===== config.mk =====
export PLATFORM = sky130hd
export DESIGN_NAME = dual_issue_dispatch
export DESIGN_NICKNAME = d
export VERILOG_FILES = /design/src/rtl/dual_issue_dispatch.sv
export SDC_FILE = /design/constraint.sdc
export NUM_CORES = 1
export LEC_CHECK = 0
export ABC_CLOCK_PERIOD_IN_PS = 2900
export CORE_ASPECT_RATIO = 0.75
export CORE_MARGIN = 2
export CORE_UTILIZATION = 48
export DETAILED_ROUTE_END_ITERATION = 10
export PLACE_DENSITY = 0.88
export SKIP_CTS_REPAIR_TIMING = 1
export SYNTH_ARGS = -nofsm -noshare
export SYNTH_HDL_FRONTEND = slang
export SYNTH_SLANG_ARGS = --single-unit

===== constraint.sdc =====
create_clock -name clk -period 2.9 [get_ports clk]
set_clock_uncertainty 0.1 [all_clocks]
set_input_delay 0.435 -clock clk [delete_from_list [all_inputs] [get_ports clk]]
set_output_delay 0.435 -clock clk [all_outputs]
set_load 0.01 [all_outputs]

===== src/rtl/dual_issue_dispatch.sv =====
// Dual-issue, in-order dispatch from a two-entry queue head into Tomasulo reservation stations.
// Renames destinations through a register status table and frees entries on CDB broadcasts.
module dual_issue_dispatch #(
  parameter int unsigned NUM_ADD_RS = 3,
  parameter int unsigned NUM_MUL_RS = 2,
  parameter int unsigned NUM_REGS   = 16,
  parameter int unsigned TAG_W      = 3
) (
  input  logic                             clk,
  input  logic                             rst_n,
  input  logic [7:0]                       inst1_type,
  input  logic [7:0]                       inst1_destination_reg,
  input  logic [7:0]                       inst1_source_reg1,
  input  logic [7:0]                       inst1_source_reg2,
  input  logic [7:0]                       inst2_type,
  input  logic [7:0]                       inst2_destination_reg,
  input  logic [7:0]                       inst2_source_reg1,
  input  logic [7:0]                       inst2_source_reg2,
  output logic [1:0]                       select_instruction,
  input  logic                             cdb_valid,
  input  logic [TAG_W-1:0]                 cdb_tag,
  output logic                             issue0_valid,
  output logic                             issue1_valid,
  output logic [TAG_W-1:0]                 issue0_rs,
  output logic [TAG_W-1:0]                 issue1_rs,
  output logic [7:0]                       issue0_op,
  output logic [7:0]                       issue1_op,
  output logic [7:0]                       issue0_dest,
  output logic [7:0]                       issue1_dest,
  output logic [7:0]                       issue0_src1,
  output logic [7:0]                       issue0_src2,
  output logic [7:0]                       issue1_src1,
  output logic [7:0]                       issue1_src2,
  output logic [TAG_W-1:0]                 issue0_qj,
  output logic [TAG_W-1:0]                 issue0_qk,
  output logic [TAG_W-1:0]                 issue1_qj,
  output logic [TAG_W-1:0]                 issue1_qk,
  output logic [NUM_ADD_RS+NUM_MUL_RS-1:0] rs_busy
);

  localparam int unsigned NUM_RS = NUM_ADD_RS + NUM_MUL_RS;
  localparam int unsigned REG_W  = $clog2(NUM_REGS);
  localparam logic [NUM_RS-1:0] MUL_MASK = {{NUM_MUL_RS{1'b1}}, {NUM_ADD_RS{1'b0}}};

  function automatic logic [TAG_W-1:0] f_pick(input logic [NUM_RS-1:0] free);
    logic [TAG_W-1:0] t;
    t = '0;
    for (int i = int'(NUM_RS) - 1; i >= 0; i--) begin
      if (free[i]) t = TAG_W'(i + 1);
    end
    return t;
  endfunction

  // Out-of-range tags (including 0) decode to an empty mask.
  function automatic logic [NUM_RS-1:0] f_onehot(input logic [TAG_W-1:0] t);
    logic [NUM_RS-1:0] m;
    for (int i = 0; i < int'(NUM_RS); i++) m[i] = (t == TAG_W'(i + 1));
    return m;
  endfunction

  function automatic logic [TAG_W-1:0] f_bypass(input logic [TAG_W-1:0] st, input logic cv,
                                                input logic [TAG_W-1:0] ct);
    return (cv && st == ct) ? '0 : st;
  endfunction

  logic [TAG_W-1:0]  r_status [NUM_REGS];
  logic [TAG_W-1:0]  w_status_d [NUM_REGS];
  logic [NUM_RS-1:0] r_busy, w_busy_d;

  logic              w_i1_valid, w_i2_valid, w_i1_mul, w_i2_mul;
  logic              w_iss1, w_iss2;
  logic [TAG_W-1:0]  w_tag1, w_tag2;
  logic [NUM_RS-1:0] w_alloc1, w_alloc2;
  logic [REG_W-1:0]  w_d1, w_d2, w_a1, w_b1, w_a2, w_b2;
  logic [TAG_W-1:0]  w_qj1, w_qk1, w_qj2, w_qk2;

  logic              r_v0, r_v1;
  logic [TAG_W-1:0]  r_rs0, r_rs1, r_qj0, r_qk0, r_qj1, r_qk1;
  logic [7:0]        r_op0, r_op1, r_dst0, r_dst1, r_s10, r_s20, r_s11, r_s21;

  assign w_d1 = inst1_destination_reg[REG_W-1:0];
  assign w_a1 = inst1_source_reg1[REG_W-1:0];
  assign w_b1 = inst1_source_reg2[REG_W-1:0];
  assign w_d2 = inst2_destination_reg[REG_W-1:0];
  assign w_a2 = inst2_source_reg1[REG_W-1:0];
  assign w_b2 = inst2_source_reg2[REG_W-1:0];

  always_comb begin
    w_i1_valid = (inst1_type != 8'h00);
    w_i2_valid = (inst2_type != 8'h00);
    w_i1_mul   = (inst1_type == 8'h03) || (inst1_type == 8'h04);
    w_i2_mul   = (inst2_type == 8'h03) || (inst2_type == 8'h04);
    w_tag1     = f_pick(~r_busy & (w_i1_mul ? MUL_MASK : ~MUL_MASK));
    w_iss1     = w_i1_valid && (w_tag1 != '0);
    w_alloc1   = w_iss1 ? f_onehot(w_tag1) : '0;
    w_tag2     = f_pick(~r_busy & ~w_alloc1 & (w_i2_mul ? MUL_MASK : ~MUL_MASK));
    w_iss2     = w_iss1 && w_i2_valid && (w_tag2 != '0);
    w_alloc2   = w_iss2 ? f_onehot(w_tag2) : '0;
  end

  always_comb begin
    if (!rst_n)      select_instruction = 2'b00;
    else if (w_iss2) select_instruction = 2'b10;
    else if (w_iss1) select_instruction = 2'b01;
    else             select_instruction = 2'b00;
  end

  // inst2 sources that match inst1's destination take inst1's new tag over anything else.
  always_comb begin
    w_qj1 = f_bypass(r_status[w_a1], cdb_valid, cdb_tag);
    w_qk1 = f_bypass(r_status[w_b1], cdb_valid, cdb_tag);
    w_qj2 = f_bypass(r_status[w_a2], cdb_valid, cdb_tag);
    w_qk2 = f_bypass(r_status[w_b2], cdb_valid, cdb_tag);
    if (w_iss1 && w_a2 == w_d1) w_qj2 = w_tag1;
    if (w_iss1 && w_b2 == w_d1) w_qk2 = w_tag1;
  end

  always_comb begin
    for (int r = 0; r < int'(NUM_REGS); r++) begin
      w_status_d[r] = r_status[r];
      if (cdb_valid && cdb_tag != '0 && r_status[r] == cdb_tag) w_status_d[r] = '0;
    end
    if (w_iss1) w_status_d[w_d1] = w_tag1;
    if (w_iss2) w_status_d[w_d2] = w_tag2;
  end

  always_comb begin
    w_busy_d = r_busy;
    if (cdb_valid) w_busy_d = w_busy_d & ~f_onehot(cdb_tag);
    w_busy_d = w_busy_d | w_alloc1 | w_alloc2;
  end

  always_ff @(posedge clk or negedge rst_n) begin
    if (!rst_n) begin
      r_busy <= '0;
      for (int r = 0; r < int'(NUM_REGS); r++) r_status[r] <= '0;
      r_v0   <= 1'b0;  r_v1   <= 1'b0;
      r_rs0  <= '0;    r_rs1  <= '0;
      r_qj0  <= '0;    r_qk0  <= '0;
      r_qj1  <= '0;    r_qk1  <= '0;
      r_op0  <= '0;    r_op1  <= '0;
      r_dst0 <= '0;    r_dst1 <= '0;
      r_s10  <= '0;    r_s20  <= '0;
      r_s11  <= '0;    r_s21  <= '0;
    end else begin
      r_busy <= w_busy_d;
      for (int r = 0; r < int'(NUM_REGS); r++) r_status[r] <= w_status_d[r];
      r_v0 <= w_iss1;
      r_v1 <= w_iss2;
      if (w_iss1) begin
        r_rs0  <= w_tag1;            r_op0 <= inst1_type;
        r_dst0 <= inst1_destination_reg;
        r_s10  <= inst1_source_reg1; r_s20 <= inst1_source_reg2;
        r_qj0  <= w_qj1;             r_qk0 <= w_qk1;
      end
      if (w_iss2) begin
        r_rs1  <= w_tag2;            r_op1 <= inst2_type;
        r_dst1 <= inst2_destination_reg;
        r_s11  <= inst2_source_reg1; r_s21 <= inst2_source_reg2;
        r_qj1  <= w_qj2;             r_qk1 <= w_qk2;
      end
    end
  end

  assign rs_busy      = r_busy;
  assign issue0_valid = r_v0;
  assign issue1_valid = r_v1;
  assign issue0_rs    = r_rs0;
  assign issue1_rs    = r_rs1;
  assign issue0_op    = r_op0;
  assign issue1_op    = r_op1;
  assign issue0_dest  = r_dst0;
  assign issue1_dest  = r_dst1;
  assign issue0_src1  = r_s10;
  assign issue0_src2  = r_s20;
  assign issue1_src1  = r_s11;
  assign issue1_src2  = r_s21;
  assign issue0_qj    = r_qj0;
  assign issue0_qk    = r_qk0;
  assign issue1_qj    = r_qj1;
  assign issue1_qk    = r_qk1;

endmodule


# [Word level (Yosys, flattened, before mapping)]
# Index checks and enable logic that the tools add are counted.
[word_totals] regBits=137 input_bits=70 output_inout_bits=91 wordCells=192
[classes] order_cmp=8 n_eq_ne=41 mux=60 bitwise=15 n_reduce_logical=35
[ops] cell="$mux 3" n=42
[ops] cell="$bwmux 48" n=2
[ops] cell="$mux 48" n=2
[ops] cell="$eq 3x3->1" n=20
[ops] cell="$bmux 3 s4" n=4
[ops] cell="$ge 5x5->1 const B" n=6
[ops] cell="$not 4->5" n=6
[ops] cell="$logic_and 1x1->1" n=28
[ops] cell="$mux 5" n=5
[ops] cell="$demux 3 s4" n=2
[ops] cell="$and 5x5->5" n=4
[ops] cell="$eq 3x2->1 const B" n=6
[ops] cell="$eq 3x3->1 const B" n=6
[ops] cell="$eq 8x2->1 const B" n=2
[ops] cell="$eq 8x3->1 const B" n=2
[ops] cell="$reduce_bool 8->1" n=2
[ops] cell="$not 5->5" n=3
[ops] cell="$lt 5x1->1 const B" n=2
[ops] cell="$or 5x5->5" n=2
[ops] cell="$eq 3x1->1 const B" n=3
[ops] cell="$reduce_bool 3->1" n=3
[ops] cell="$eq 4x4->1" n=2
[ops] cell="$mux 2" n=2
[ops] cell="$logic_or 1x1->1" n=2
[ops] cell="$mux 1" n=1

# [Depth between registers and ports, before layout]
[depth] ltp_word=24 ltp_mapped=10 depth_no_buf=8

# [Least setup slack after synthesis]
# Ideal clock, no wire load.
[synth_timing] path_type="input-to-output" from="in inst1_type[1]" to="out select_instruction[1]" arrival_ns=2.347 required_ns=2.365 path_slack_ns=0.018 path_stages=8 path_buffers=2 cell_sequence="nor3b_1 > o211ai_2 > mux2i_1 > a311o_1 > a211oi_2 > buf_2 > buf_2 > and2_1"
[synth_via] elab_chain_len=24 word_cells_on_any_way=32 cone_classes="eq/ne (7); mux (14); bitwise (4); reduce/logical (7)"
[synth_lines] item="start: declaration" line_no="11" text="input logic [7:0] inst1_type,"
[synth_lines] item="$eq 8x2->1 or $eq 8x3->1 (tied branches)" line_no="91" text="w_i1_mul = (inst1_type == 8'h03) || (inst1_type == 8'h04);"
[synth_lines] item="$logic_or 1x1->1" line_no="91"
[synth_lines] item="$mux 5" line_no="93" text="w_tag1 = f_pick(~r_busy & (w_i1_mul ? MUL_MASK : ~MUL_MASK));"
[synth_lines] item="$and 5x5->5" line_no="93"
[synth_lines] item="$mux 3 (5 in a row)" line_no="49" text="if (free[i]) t = TAG_W'(i + 1);"
[synth_lines] item="$reduce_bool 3->1" line_no="94" text="w_iss1 = w_i1_valid && (w_tag1 != '0);"
[synth_lines] item="$logic_and 1x1->1" line_no="94"
[synth_lines] item="$mux 5" line_no="95" text="w_alloc1 = w_iss1 ? f_onehot(w_tag1) : '0;"
[synth_lines] item="$not 5->5" line_no="96" text="w_tag2 = f_pick(~r_busy & ~w_alloc1 & (w_i2_mul ? MUL_MASK : ~MUL_MASK));"
[synth_lines] item="$and 5x5->5 (2 in a row)" line_no="96"
[synth_lines] item="$mux 3 (5 in a row)" line_no="49"
[synth_lines] item="$reduce_bool 3->1" line_no="97" text="w_iss2 = w_iss1 && w_i2_valid && (w_tag2 != '0);"
[synth_lines] item="$logic_and 1x1->1 *" line_no="97"
[synth_lines] item="net w_iss2" line_no="71" text="logic w_iss1, w_iss2;"
[synth_lines] item="$mux 2 *" line_no="103" text="else if (w_iss2) select_instruction = 2'b10;"
[synth_lines] item="$mux 2 *" line_no="102" text="if (!rst_n) select_instruction = 2'b00;"
[synth_lines] item="end: declaration" line_no="19" text="output logic [1:0] select_instruction,"
# The timed path passes the listed nets; every way through them passes the cells marked *.

# [Final worst setup path]
[layout_timing] from="in inst2_type[1]" to="out select_instruction[1]"
[layout_via] elab_chain_len=13 word_cells_on_any_way=16 cone_classes="eq/ne (2); mux (8); bitwise (1); reduce/logical (5)"
[layout_lines] item="start: declaration" line_no="15" text="input logic [7:0] inst2_type,"
[layout_lines] item="$eq 8x2->1 or $eq 8x3->1 (tied branches)" line_no="92" text="w_i2_mul = (inst2_type == 8'h03) || (inst2_type == 8'h04);"
[layout_lines] item="$logic_or 1x1->1" line_no="92"
[layout_lines] item="$mux 5" line_no="96"
[layout_lines] item="$and 5x5->5" line_no="96"
[layout_lines] item="$mux 3 (5 in a row)" line_no="49"
[layout_lines] item="$reduce_bool 3->1" line_no="97"
[layout_lines] item="$logic_and 1x1->1 *" line_no="97"
[layout_lines] item="$mux 2 *" line_no="103"
[layout_lines] item="$mux 2 *" line_no="102"
# Mark *: on every way between the ends. The rest lies on a longest branch, timed or not.

==> metrics.md <==
| Metric | Value |
|---|---|
| Status | `finished with violations` |
| Via density | `6.17` |
| Max Cap Viol | `0` |
| TritonCTS Buffers | `17` |
| Post-Syn Instances | `815` |
| Wire length per cell | `between 20 and 25 um` |
| Leakage | `about 5.5 nW` |
| Synth Area in XOR/XNOR | `0.0686` |
| Worst reg2reg path startpoint | `rs_busy[1]$_DFF_PN0_` |
| Finished Layout Cells | `1304` |
| Post-synthesis compound-gate area fraction | `0.0415` |
| Detailed-placement wirelength estimate | `between 20000 and 25000 um` |
| Htree depth | `4` |
| Most frequent cells in the layout | `nand2_1, clkdlybuf4s50_1, dfrtp_1` |
| Max VDD drop | `508 uV` |
| Worst Hold Slack | `approximately 0.15 ns` |
| Initial Util | `0.495` |
| Tmin final | `2.91 ns` |
| Seq/Total Area, Yosys | `0.389` |
| Critical setup path kind | `primary input to output pin` |
| Slack of the worst reg-to-reg path | `0.15 ns` |
| Syn nets | `slightly below 900` |
| Row count | `42` |
| Commonest non-fill, non-tap cell in the layout | `nand2_1` |
| CTS tree | `built` |
| Worst r2r dst | `issue1_qk[1]$_DFFE_PN0N_` |
| Pins over their slew limit | `0` |
| EDFF count, synth | `0` |
| Setup TNS Final | `-0.0126 ns` |
| Detailed-route DRC error count | `0` |
| RD Place Congestion | `around 1` |
| Vias in the first global route | `approximately 8100` |
| Failing checks | `setup timing` |
| Synth Area in Simple Gates | `0.151` |
| Combinational family with the most area after synthesis | `multiplexers` |
| Hold depth | `3` |
| Tcrit/Tclk final | `1.00` |
| Initial antenna violation count | `0` |
| R2r worst-path depth | `10` |
| Min-Delay Path Class | `primary input to flop` |
| Share of layout cells above drive strength 1 | `0.280` |
| Root Buffer | `clkbuf_16` |
| # IOs | `161` |
| Synthesized-area fraction occupied by adder cells | `0` |
| Yosys warns | `0` |
| Die X | `~160 um` |
| Area Growth Syn to Fin | `38.3%` |
| Layout net count | `around 1100` |
| Slew headroom | `0.555` |
| Crit end category | `output pin` |
| Syn Area/Cell | `roughly 11 um2` |
| CP max FO | `7` |
| Tightest Pin Transition | `0.665 ns` |
| # placed instances | `1263` |
| Die area | `0.0195 mm2` |
| Max clock buf depth | `2` |
| Core area | `between 0.015 and 0.02 mm2` |
| Worst hold endpoint | `issue0_op[5]$_DFFE_PN0N_` |
| Wirelength, routed | `slightly below 30000 um` |
| Vias | `8046` |
| Syn Std Cell Area | `about 0.009 mm2` |
| Initial DRC count | `about 1100` |
| Largest net degree at the start of global routing | `about 120` |
| WP data arrival | `between 2 and 2.5 ns` |
| Main flop type after synthesis | `dfrtp_1` |
| First-pass GRT wire length | `45800 um` |
| Worst-path clk slew | `~0.06 ns` |
| Startpoint Class | `primary input` |
| Total grt overflow | `0` |
| Fmax | `0.343 GHz` |
| Worst EP required | `around 2.4 ns` |
| Synth async-reset ratio | `1.00` |
| FF+latch count, synth | `between 100 and 150` |
| Fillers | `about 1300` |
| Worst hold start | `inst1_type[5]` |
| PD cells | `roughly 740 mW/mm2` |
| Port bufs | `160` |
| Clock Sinks | `137` |
| Final setup margin | `-0.0126 ns` |
| Gr usage total | `0.309` |
| Cell variety after synth | `54` |
| Post-synthesis mux area share | `0.320` |
| Clk_lat worst skew | `about 0.44 ns` |
| Final setup viols | `1` |
| Chip Height | `between 100 and 150 um` |
| Hold Violations, Final | `0` |
| Drt pass-1 iters | `6` |
| Routed Antenna Nets | `0` |
[flip-flops by register name, indices dropped and copies added, names as in the netlist]
signal / cells
issue0_src1: 8
issue0_rs: 3
issue1_rs: 3
issue1_op: 8
r_status: 48
issue1_src2: 8
issue1_src1: 8
issue1_valid: 1
issue0_qj: 3
issue0_op: 8
issue0_src2: 8
issue0_valid: 1
issue0_dest: 8
issue1_qj: 3
issue0_qk: 3
issue1_dest: 8
rs_busy: 5
issue1_qk: 3
[layout make-up]
| cell class | count | area, um2 | share of cell area |
|---|---|---|---|
| clock inverters | 12 | 140 | 0.0115 |
| well taps | 242 | 303 | 0.0248 |
| diodes | 2 | 5.00 | 0.000411 |
| clock buffers | 20 | 457 | 0.0375 |
| multi-input cells | 614 | 5210 | 0.428 |
| repair buffers | 271 | 2620 | 0.215 |
| inverters | 6 | 22.5 | 0.00185 |
| flip-flops and latches | 137 | 3430 | 0.281 |
[cell families after synthesis]
logic type | after synthesis
AOI/OAI and AO/OA | 51
xor gates and xnor gates | 69
buffers and inverters | 64
DFF | 137
muxes | 208
and+or+nand+nor | 286
[metal layers]
metal	GRT usage	vias to the layer above	routed length, um	share of wire
li1	-	3419	-	-
met1	0.407	3942	11400	0.38
met2	0.471	569	13300	0.45
met3	0.100	116	3790	0.13
met4	0.131	0	1170	0.040
met5	0	-	0	0
[power by group]
part / internal [W] / switching [W] / total, W
registers: 0.00255 / 0.000483 / 0.00303
logic: 0.00202 / 0.00178 / 0.00381
clock network: 0.00132 / 0.000897 / 0.00222
total: 0.00589 / 0.00316 / 0.00906
[worst max-delay path by stage]
stage                              from                     end  cells after the start
after global placement    inst2_type[2]  r_status[26]$_DFF_PN0_                      9
after floorplan           inst1_type[1]   select_instruction[1]                      8
after detailed placement  inst2_type[2]  r_status[26]$_DFF_PN0_                      9
final                     inst2_type[1]   select_instruction[1]                      9
after CTS                 inst2_type[2]   select_instruction[1]                      8
after global routing      inst2_type[1]   select_instruction[1]                      9
[synthesized netlist by cell type, types with 4 or more instances]
cell / n / area, um2
nand3_1: 24 / 120
nand4_1: 25 / 156
a21oi_1: 8 / 40.0
nor2b_1: 10 / 62.6
xor2_1: 16 / 140
xnor2_1: 53 / 464
mux2_1: 8 / 90.1
mux4_2: 50 / 1130
buf_2: 11 / 55.1
nor3_1: 8 / 40.0
nand4_2: 4 / 50.1
mux2_2: 81 / 912
o21ai_0: 14 / 70.1
buf_1: 6 / 22.5
inv_1: 6 / 22.5
nor4_1: 4 / 25.0
nor2_1: 21 / 78.8
clkbuf_1: 39 / 146
and3_1: 6 / 37.5
dfrtp_1: 137 / 3430
mux2i_1: 69 / 691
nand2_1: 165 / 619
[worst max-delay path: stages]
cell and delay (ns):
dlymetal6s2s_1 0.16, and3b_2 0.26, o211a_4 0.30, buf_4 0.15, a311oi_4 0.30, nor3_2 0.10
a211oi_4 0.34, and2_4 0.20, clkbuf_2 0.12
[metrics by stage]
step,area (um2),utilization,power [W],worst slack [ns]
3_3_place_gp,11400,0.641,0.00664,-0.643
4_1_cts,12000,0.674,0.00903,-0.680
2_1_floorplan,8810,-,0.00475,0.0175
3_5_place_dp,11400,0.641,0.00676,-0.691
5_1_grt,12200,0.684,0.00950,-0.0147
6_report,12200,0.684,0.00906,-0.0126
Note: power is estimated with default switching activity, not from simulation.
